<file path="config.mk">
export PLATFORM = sky130hd
export DESIGN_NAME = neural_unit_sequencer
export DESIGN_NICKNAME = d
export VERILOG_FILES = /design/src/rtl/neural_unit_sequencer.sv
export SDC_FILE = /design/constraint.sdc
export NUM_CORES = 1
export LEC_CHECK = 0
export ABC_AREA = 1
export CAP_MARGIN = 20
export CORE_UTILIZATION = 35
export DETAILED_ROUTE_END_ITERATION = 8
export PLACE_DENSITY = 0.7
export REMOVE_ABC_BUFFERS = 1
export SLEW_MARGIN = 20
export SYNTH_ARGS = -nofsm -noshare
export SYNTH_HDL_FRONTEND = slang
export SYNTH_SLANG_ARGS = --single-unit
</file>
<file path="constraint.sdc">
create_clock -name clk -period 1.3 [get_ports clk]
set_input_delay 0.26 -clock clk [delete_from_list [all_inputs] [get_ports clk]]
set_output_delay 0.26 -clock clk [all_outputs]
set_load 0.05 [all_outputs]
</file>
<file path="src/rtl/neural_unit_sequencer.sv">
// neural_unit_sequencer: streams four weights into the neural unit, fires its summer and captures the layer result.
// Defining SEQ_TIMEOUT_EN adds a WAIT watchdog that drives the sticky error flag.
module neural_unit_sequencer #(
    parameter int SETTLE_CYCLES  = 2,
    parameter int TIMEOUT_CYCLES = 64
) (
    input  logic        clk,
    input  logic        rst_n,
    input  logic        start,
    input  logic        layer_sel_in,
    input  logic [7:0]  w_data,
    input  logic        w_valid,
    output logic        w_ready,
    output logic [7:0]  weight,
    output logic [1:0]  address,
    output logic        write,
    output logic        sumTrigger,
    output logic        layer_Sel,
    input  logic [31:0] layerOut,
    input  logic        layerDone,
    output logic [31:0] result,
    output logic        result_valid,
    input  logic        result_ready,
    output logic        busy,
    output logic        error
);
    typedef enum logic [2:0] {IDLE, LOAD, SETTLE, FIRE, WAIT, HOLD} state_t;

    state_t     state, nextState;
    logic [1:0] wCnt;
    logic [3:0] settleCnt;
    logic       beat;
    logic       timeout;

    if (SETTLE_CYCLES < 1 || SETTLE_CYCLES > 15) begin : gBadSettle
        $error("SETTLE_CYCLES must be within 1..15");
    end
    if (TIMEOUT_CYCLES < 1) begin : gBadTimeout
        $error("TIMEOUT_CYCLES must be at least 1");
    end

    assign beat = (state == LOAD) && w_valid && w_ready;

`ifdef SEQ_TIMEOUT_EN
    localparam int WaitW = $clog2(TIMEOUT_CYCLES + 1);
    logic [WaitW-1:0] waitCnt;

    // layerDone outranks the watchdog when both land in the same cycle
    assign timeout = (state == WAIT) && !layerDone && (waitCnt == WaitW'(TIMEOUT_CYCLES - 1));

    always_ff @(posedge clk) begin
        if (!rst_n) begin
            waitCnt <= '0;
            error   <= 1'b0;
        end else begin
            waitCnt <= (state == WAIT) ? waitCnt + 1'b1 : '0;
            if (state == IDLE && start)
                error <= 1'b0;
            else if (timeout)
                error <= 1'b1;
        end
    end
`else
    assign timeout = 1'b0;
    assign error   = 1'b0;
`endif

    always_comb begin
        nextState = state;
        case (state)
            IDLE:    nextState = start ? LOAD : IDLE;
            LOAD:    nextState = (beat && wCnt == 2'd3) ? SETTLE : LOAD;
            SETTLE:  nextState = (settleCnt == 4'(SETTLE_CYCLES - 1)) ? FIRE : SETTLE;
            FIRE:    nextState = WAIT;
            WAIT:    nextState = layerDone ? HOLD : (timeout ? IDLE : WAIT);
            HOLD:    nextState = result_ready ? IDLE : HOLD;
            default: nextState = IDLE;
        endcase
    end

    // Status outputs are registered from the next state so they line up with it
    always_ff @(posedge clk) begin
        if (!rst_n) begin
            state        <= IDLE;
            wCnt         <= 2'd0;
            settleCnt    <= 4'd0;
            w_ready      <= 1'b0;
            weight       <= 8'd0;
            address      <= 2'd0;
            write        <= 1'b0;
            sumTrigger   <= 1'b0;
            layer_Sel    <= 1'b0;
            result       <= 32'd0;
            result_valid <= 1'b0;
            busy         <= 1'b0;
        end else begin
            state        <= nextState;
            w_ready      <= nextState == LOAD;
            sumTrigger   <= nextState == FIRE;
            result_valid <= nextState == HOLD;
            busy         <= nextState != IDLE;
            write        <= beat;
            settleCnt    <= (state == SETTLE) ? settleCnt + 1'b1 : 4'd0;
            if (state == IDLE && start) begin
                layer_Sel <= layer_sel_in;
                wCnt      <= 2'd0;
            end
            if (beat) begin
                weight  <= w_data;
                address <= wCnt;
                wCnt    <= wCnt + 1'b1;
            end
            if (state == WAIT && layerDone)
                result <= layerOut;
        end
    end
endmodule
</file>
# Word level (Yosys, flattened, before mapping)
# Cells that the tools add are included.
# word_totals
inputBits,47
wordCells,41
reg_bits,57
# classes
n_mux,8
n_addsub,2
eq_ne,10
n_reduce_logical,9
# ops
op,n
case mux 3 bit (6 select lines),1
"== test 3 x 2 -> 1 bit, second input constant",3
"== test 3 bit, second input constant",3
"== test 3 x 1 -> 1 bit, second input constant",2
two-way mux 2 bit,3
logical AND 1 bit,5
"adder 4 x 1 -> 4 bit, second input constant",1
"== test 4 x 1 -> 1 bit, second input constant",1
zero test 3 bit,1
two-way mux 1 bit,3
two-way mux 3 bit,1
nonzero test 3 bit,1
"adder 2 x 1 -> 2 bit, second input constant",1
"== test 2 bit, second input constant",1
AND reduction 2 bit,1
nonzero test 2 bit,1

# Logic depth before layout (Yosys ltp)
# logic_depth
word_depth,7
depth_mapped,8
depth_no_buf,8

# Least setup slack after synthesis
# Ideal clock, no wire load.
# synth_timing
path_type,reg-to-reg
from,register w_ready
to,register weight[0]
slack_ns,-0.040
path_buffers,1
synth_period_minus_slack_ns,1.340
setup_ns,0.116
arrival_time_ns,1.224
stages_incl_launch_ff,7
cell_sequence,dfxtp_1 nand2_1 inv_1 nand2_2 buf_2 o21ai_0 nor2_1
# synth_via
elab_chain_cells,1
# synth_lines
item,line_no,source
"start, declared",13,"output logic w_ready,"
"start signal, assigned",87,w_ready <= 1'b0;
"start signal, assigned",98,w_ready <= nextState == LOAD;
logical AND 1 bit,42,assign beat = (state == LOAD) && w_valid && w_ready;
"end signal, assigned",109,weight <= w_data;
"end, declared",14,"output logic [7:0] weight,"
# Every way passes these cells.
# A chain may end at the register's enable or synchronous reset.

# Worst setup path in the final report
# layout_timing
from,register state[1]
to,register weight[5]
# layout_via
elab_chain_cells,3
# layout_lines
item,line_no,source
"start, declared",29,"state_t state, nextState;"
"start signal, assigned",97,state <= nextState;
== test 3 x 1 -> 1 bit,42,
logical AND 1 bit (2 in series),42,
# Every way passes these cells.

==> out/qor.tcl <==
set qor(critical-path-slowest-cell) {dfxtp_2}
set qor(boundaryPins) 96
set qor(ys_types) 23
set qor(final_setup_vio_count) 0
set qor(tritoncts_num_sinks) 57
set qor(route.detailed.drc) 0
set qor(finalWorstSetupSlack_ns) 0.103
set qor(drt-vias-per-instance) 4.53
set qor(cts_buffers) 9
set qor(area_growth_pct) 82.9
set qor(netlist_area_sq_um) 2080
set qor(finalCoreUtilization) 0.677
set qor(worst_hold_path_type) {reg2reg}
set qor(final_layout_size_suffix_gt1_frac) 0.222
set qor(timing.critical_path.to_type) {flop}
set qor(postRouteAntennaNets) 0
set qor(chip_height_um) 79.0
set qor(worst_setup_hold_path_clk_slew_ns) 0.06
set qor(timing_worst_setup_path_type) {reg2reg}
set qor(run_status) {finished, final reports clean}
set qor(r2r_end) {weight[5]}
set qor(detailed_place_hpwl_um) 4090
set qor(required_ns) 1.51
set qor(worst_r2r_startpoint) {state[1]}
set qor(antenna_found_initial) 0
set qor(use_met2) 0.303
set qor(pre_repair_dr_iteration_count) 4
set qor(gp_congestion) 0.756
set qor(max_stage_delay_ns) 0.33
set qor(hold_buffers) 0
set qor(crit_chain) {inv_2, nand2_1, nor2_2, nand2_2, buf_12, o21ai_0, nor2_1}
set qor(floorplan.initialDensity) 0.370
set qor(report.final.hold_viol_count) 0
set qor(rsz0062_at_grt) {no}
set qor(gr-total-overflow) 0
set qor(max-vdd-ir-drop_mv) 0.702
set qor(p_total_mw) 4.60
set qor(mostFrequentLayoutCell) {nor2_1}
set qor(final_period_minus_worst_setup_slack_ns) 1.20
set qor(finish.net_count) 421
set qor(detail_route.wirelength_um) 5460
set qor(clock_insertion_delay_worst_skew_ns) 0.32
set qor(worst-r2r-setup-slack_ns) 0.10
set qor(clk_root_buffer_cell) {clkbuf_8}
set qor(worst_ep_arrival_time_ns) 1.41
set qor(synth_area_per_cell_sq_um) 7.80
set qor(pin_count_of_the_biggest_net_entering_global_routing) 28
set qor(worstPathMaxFanout) 9
set qor(cts_max_level) 3
set qor(p_leak_nw) 1.52
set qor(min_from) {settleCnt[0]}
set qor(die_area_sq_um) 6240
set qor(path_buf_inv) 2
set qor(port-buffer-count) 94
set qor(yosys_register_bits) 57
set qor(whs_endpoint) {settleCnt[0]}
set qor(place_ws_ns) -0.194
set qor(tritoncts) {yes}
set qor(clock-skew-final_ns) 0.00270
set qor(wl_per_cell_um) 12.3
set qor(cellPowerDensity_nw_per_um2) 1210
set qor(most-common-layout-cells) {nor2_1 (97), dfxtp_1 (54), buf_12 (50)}
set qor(depth_of_the_worst_hold_timing_path) 1
set qor(synth-warning-count) 0
set qor(gr-max-usage-layer) {met2}
set qor(grt_first_pass_wirelength_um) 8790
set qor(via_count) 2019
set qor(syn-instance-count) 266
set qor(grt.met3_usage) 0.0460
set qor(fmaxAchievable_ghz) 0.836
set qor(worst-r2r-cell-count) 7
set qor(max_cap_viols) 0
set qor(fp.dieW_um) 79.0
set qor(layout_worst_path_cycle_share) 0.921
set qor(coreArea_sq_um) 5610
set qor(diodes) 0
set qor(synth_sequential_area_ratio) 0.550
set qor(global_route_usage_sum) 0.182
set qor(first_iter_violations) 55
set qor(final_report_max_slew_violation_count) 0
set qor(num_rows) 27
set qor(worst_path_dominant_cell_family) {simple AND/OR/NAND/NOR gates}
set qor(vias_in_the_first_global_route) 1882
set qor(cts-root-to-sink-buffers) 2
set qor(totalNegativeSetupSlack_ns) 0
set qor(cp-start-kind) {flop}
set qor(grt_util_met1) 0.218
cells by family (layout without fill, tap and decap cells):
kind of cell	count (synthesis)	in the layout	share of synthesized area
adder cells (fa/ha/maj)	3	3	0.0181
AO/OA/AOI/OAI	48	48	0.116
XOR/XNOR	1	1	0.00422
AND/OR/NAND/NOR	129	129	0.245
flip-flops	57	57	0.550
buffers and inverters	27	135	0.0651
other	1	1	0.00181
final cells by class:
type	count	area [sq um]
Tap cell	72	90.1
Multi-Input combinational cell	182	802
Fill cell	430	1810
Timing Repair Buffer	107	1540
Inverter	14	53.8
Sequential cell	57	1140
Clock buffer	14	163
power by group:
group / switching [mW] / internal, mW / total, mW
Combinational: 0.614 / 0.613 / 1.23
Clock: 0.617 / 0.777 / 1.39
Sequential: 0.114 / 1.86 / 1.97
Total: 1.34 / 3.25 / 4.60
state kept, by name (all words and copies together) (netlist names):
name	count
state	3
sumTrigger	1
address	2
result	32
weight	8
write	1
busy	1
result_valid	1
settleCnt	4
wCnt	2
w_ready	1
layer_Sel	1
worst reg2reg max path: cells and delay by family, from the launching register on:
family / cells / cell delay [ns]
flops: 1 / 0.33
buf+inv: 2 / 0.21
simple gates: 4 / 0.40
compound gates: 1 / 0.15
metal layers:
metal / up-vias / share of wire
li1: 1046 / -
met1: 893 / 0.45
met2: 68 / 0.48
met3: 12 / 0.051
met4: 0 / 0.020
met5: - / 0
cells in the mapped netlist (all sizes together):
cell	count	area, sq um
or2	2	12.5
conb	1	3.75
clkbuf	3	11.3
clkinv	3	12.5
nand2	18	72.6
inv	11	41.3
buf	10	70.1
xnor2	1	8.76
o21ai	43	215
ha	3	37.5
nand3	10	50.1
dfxtp	57	1140
nor2	99	374
a21oi	5	25.0
worst max-delay path by stage:
stage               from          to  depth (start not counted)
2_1_floorplan   state[2]  result[13]                          6
3_3_place_gp   layerDone   result[2]                          7
3_5_place_dp   layerDone  result[24]                          7
4_1_cts         state[1]  result[24]                          5
5_1_grt         state[1]   weight[7]                          7
6_report        state[1]   weight[5]                          7
through the flow:
| stage | std cells | hold WS, ns | area, sq um |
|---|---|---|---|
| detailed placement | 432 | 0.464 | 3630 |
| finish | 446 | 0.473 | 3800 |
| floorplan | 253 | 0.370 | 1990 |
| global placement | 432 | 0.452 | 3630 |
| CTS | 446 | 0.478 | 3790 |
| global route | 446 | 0.493 | 3800 |
repair_timing:
item | CTS | global route
setup endpoints to repair | 0 | 16
setup buffers | 0 | 0
gates resized for setup | 0 | 8
Power figures use the tool's default switching activity.
==> variant (same settings) <==
The option `SEQ_TIMEOUT_EN` is turned on by a define.
--- a/src/rtl/neural_unit_sequencer.sv
+++ b/src/rtl/neural_unit_sequencer.sv
@@ -1,5 +1,7 @@
 // neural_unit_sequencer: streams four weights into the neural unit, fires its summer and captures the layer result.
 // Defining SEQ_TIMEOUT_EN adds a WAIT watchdog that drives the sticky error flag.
+`define SEQ_TIMEOUT_EN
+
 module neural_unit_sequencer #(
     parameter int SETTLE_CYCLES  = 2,
     parameter int TIMEOUT_CYCLES = 64
Behaviour: no difference found for any inputs over 10 cycles, from zero or initial values and one cycle with rst_n low; that may be too few to reach the edited logic, so the function may still have changed.
==> variant against the unedited design <==
Synthesized area rose by 34%; routed wire length is 24% higher; maximum frequency rose by 0.47%; sequential power up 4%; utilization is 6.7 points lower; non-clock buffer count is 9 higher; cell count rose by 17%; total power is 0.38% higher; worst setup slack improved by 5.6 ps; sequential cell count up 8; critical path depth is 2 lower; critical endpoint is now address[0]$_SDFFE_PN0P_; design area rose by 24%; synthesized cell count grew 14%.
==> variant: results (changes against the unedited design) <==
| Metric | Value |
|---|---|
| Psw | `1070 uW (-21%)` |
| Dpl hpwl | `4950 microns (+21%)` |
| Via/cell ratio | `4.65 (+2.7%)` |
| Leakage power | `0.00169 uW (+11%)` |
| Post-Place Setup Slack | `-169 ps (+25.4 ps)` |
| Top Registers | `result (32), weight (8), waitCnt (7)` |
| Hold path depth | `4 (+3)` |
| Vias in the first global route | `2424 (+29%)` |
| Reg2Reg Depth | `5 (-2)` |
| Synth cell count leaders | `65 x dfxtp_1, 48 x nand2_1, 39 x nor2_1, 32 x a21oi_2, 32 x nand3_2` |
| Area contributors post-synth | `dfxtp_1 47%, nand3_2 12%, a21oi_2 10%` |
| Multi-input gate area | `0.00129 sq mm (+61%)` |
| Status | `completed` |
| Period utilisation layout | `91.6% (-0.43 points)` |
| Hold_ws | `357 ps (-116 ps)` |
| Routing usage on met1 | `19.8% (-2.1 points)` |
| Met3 WL | `674 microns (+140%)` |
| Unique cell type count in the Yosys netlist | `32 (+39%)` |
| First-pass GRT wire length | `11400 microns (+30%)` |
| Layout Skew | `7.85 ps (+5.15 ps)` |
| DR iter-0 viols | `90 (+64%)` |
| GRT Overall Usage | `17.3% (-0.91 points)` |
| Crit path max fanout | `5 (-4)` |
| Number of sequential cells | `65 (+14%)` |
| R2r endpoint | `address[0]$_SDFFE_PN0P_` |
| Met1 WL | `2820 microns (+15%)` |
| Fillers | `638 (+48%)` |
| Slowest Stage Delay on Critical Path | `390 ps (+60 ps)` |
| Worst-Skew Late Latency | `340 ps (+20 ps)` |
| Fraction of area in registers | `27.9% (-2.3 points)` |
| Hold WC Path Type | `in2reg` |
| Largest net degree at the start of global routing | `34 (+21%)` |
| Met2 usage in global routing | `27.8% (-2.4 points)` |
| Post-synthesis sequential area ratio | `46.8% (-8.2 points)` |
| Worst Hold End | `error$_SDFFE_PP0N_` |
| I/O Buffers | `95 (+1.1%)` |
-- variant: cell count changes after synthesis, sizes merged, moves of 2 or more --
cell	change
nand3	+33
nor2	-56
buf	+3
clkinv	-2
o21ai	-30
inv	+7
a21oi	+36
nand2	+31
dfxtp	+8
nor3	+2
-- variant: through the flow --
stage	cells	instance area, sq um	setup TNS, ps
finish	522	4690	0
global route	522	4690	-1.53
CTS	522	4680	0
detailed placement	506	4430	-2370
global placement	506	4430	-2010
floorplan	288	2660	-9610
-- variant: cells by family (layout without fill, tap and decap cells) --
family,count (synthesis),in the layout,synth area share (%)
DFF,65,65,46.8
buffers and inverters,35,151,7.16
and+or+nand+nor,141,141,28.7
AOI/OAI and AO/OA,57,57,14.9
xor gates and xnor gates,2,2,0.630
adders and majority gates,4,4,1.80
-- variant: power by group through the flow --
stage,combinational (uW),clock (uW),sequential (uW)
floorplan,82.8,0,2140
global placement,454,0,2080
detailed placement,459,0,2080
CTS,462,2180,2040
global route,488,2260,2040
finish,457,2120,2040
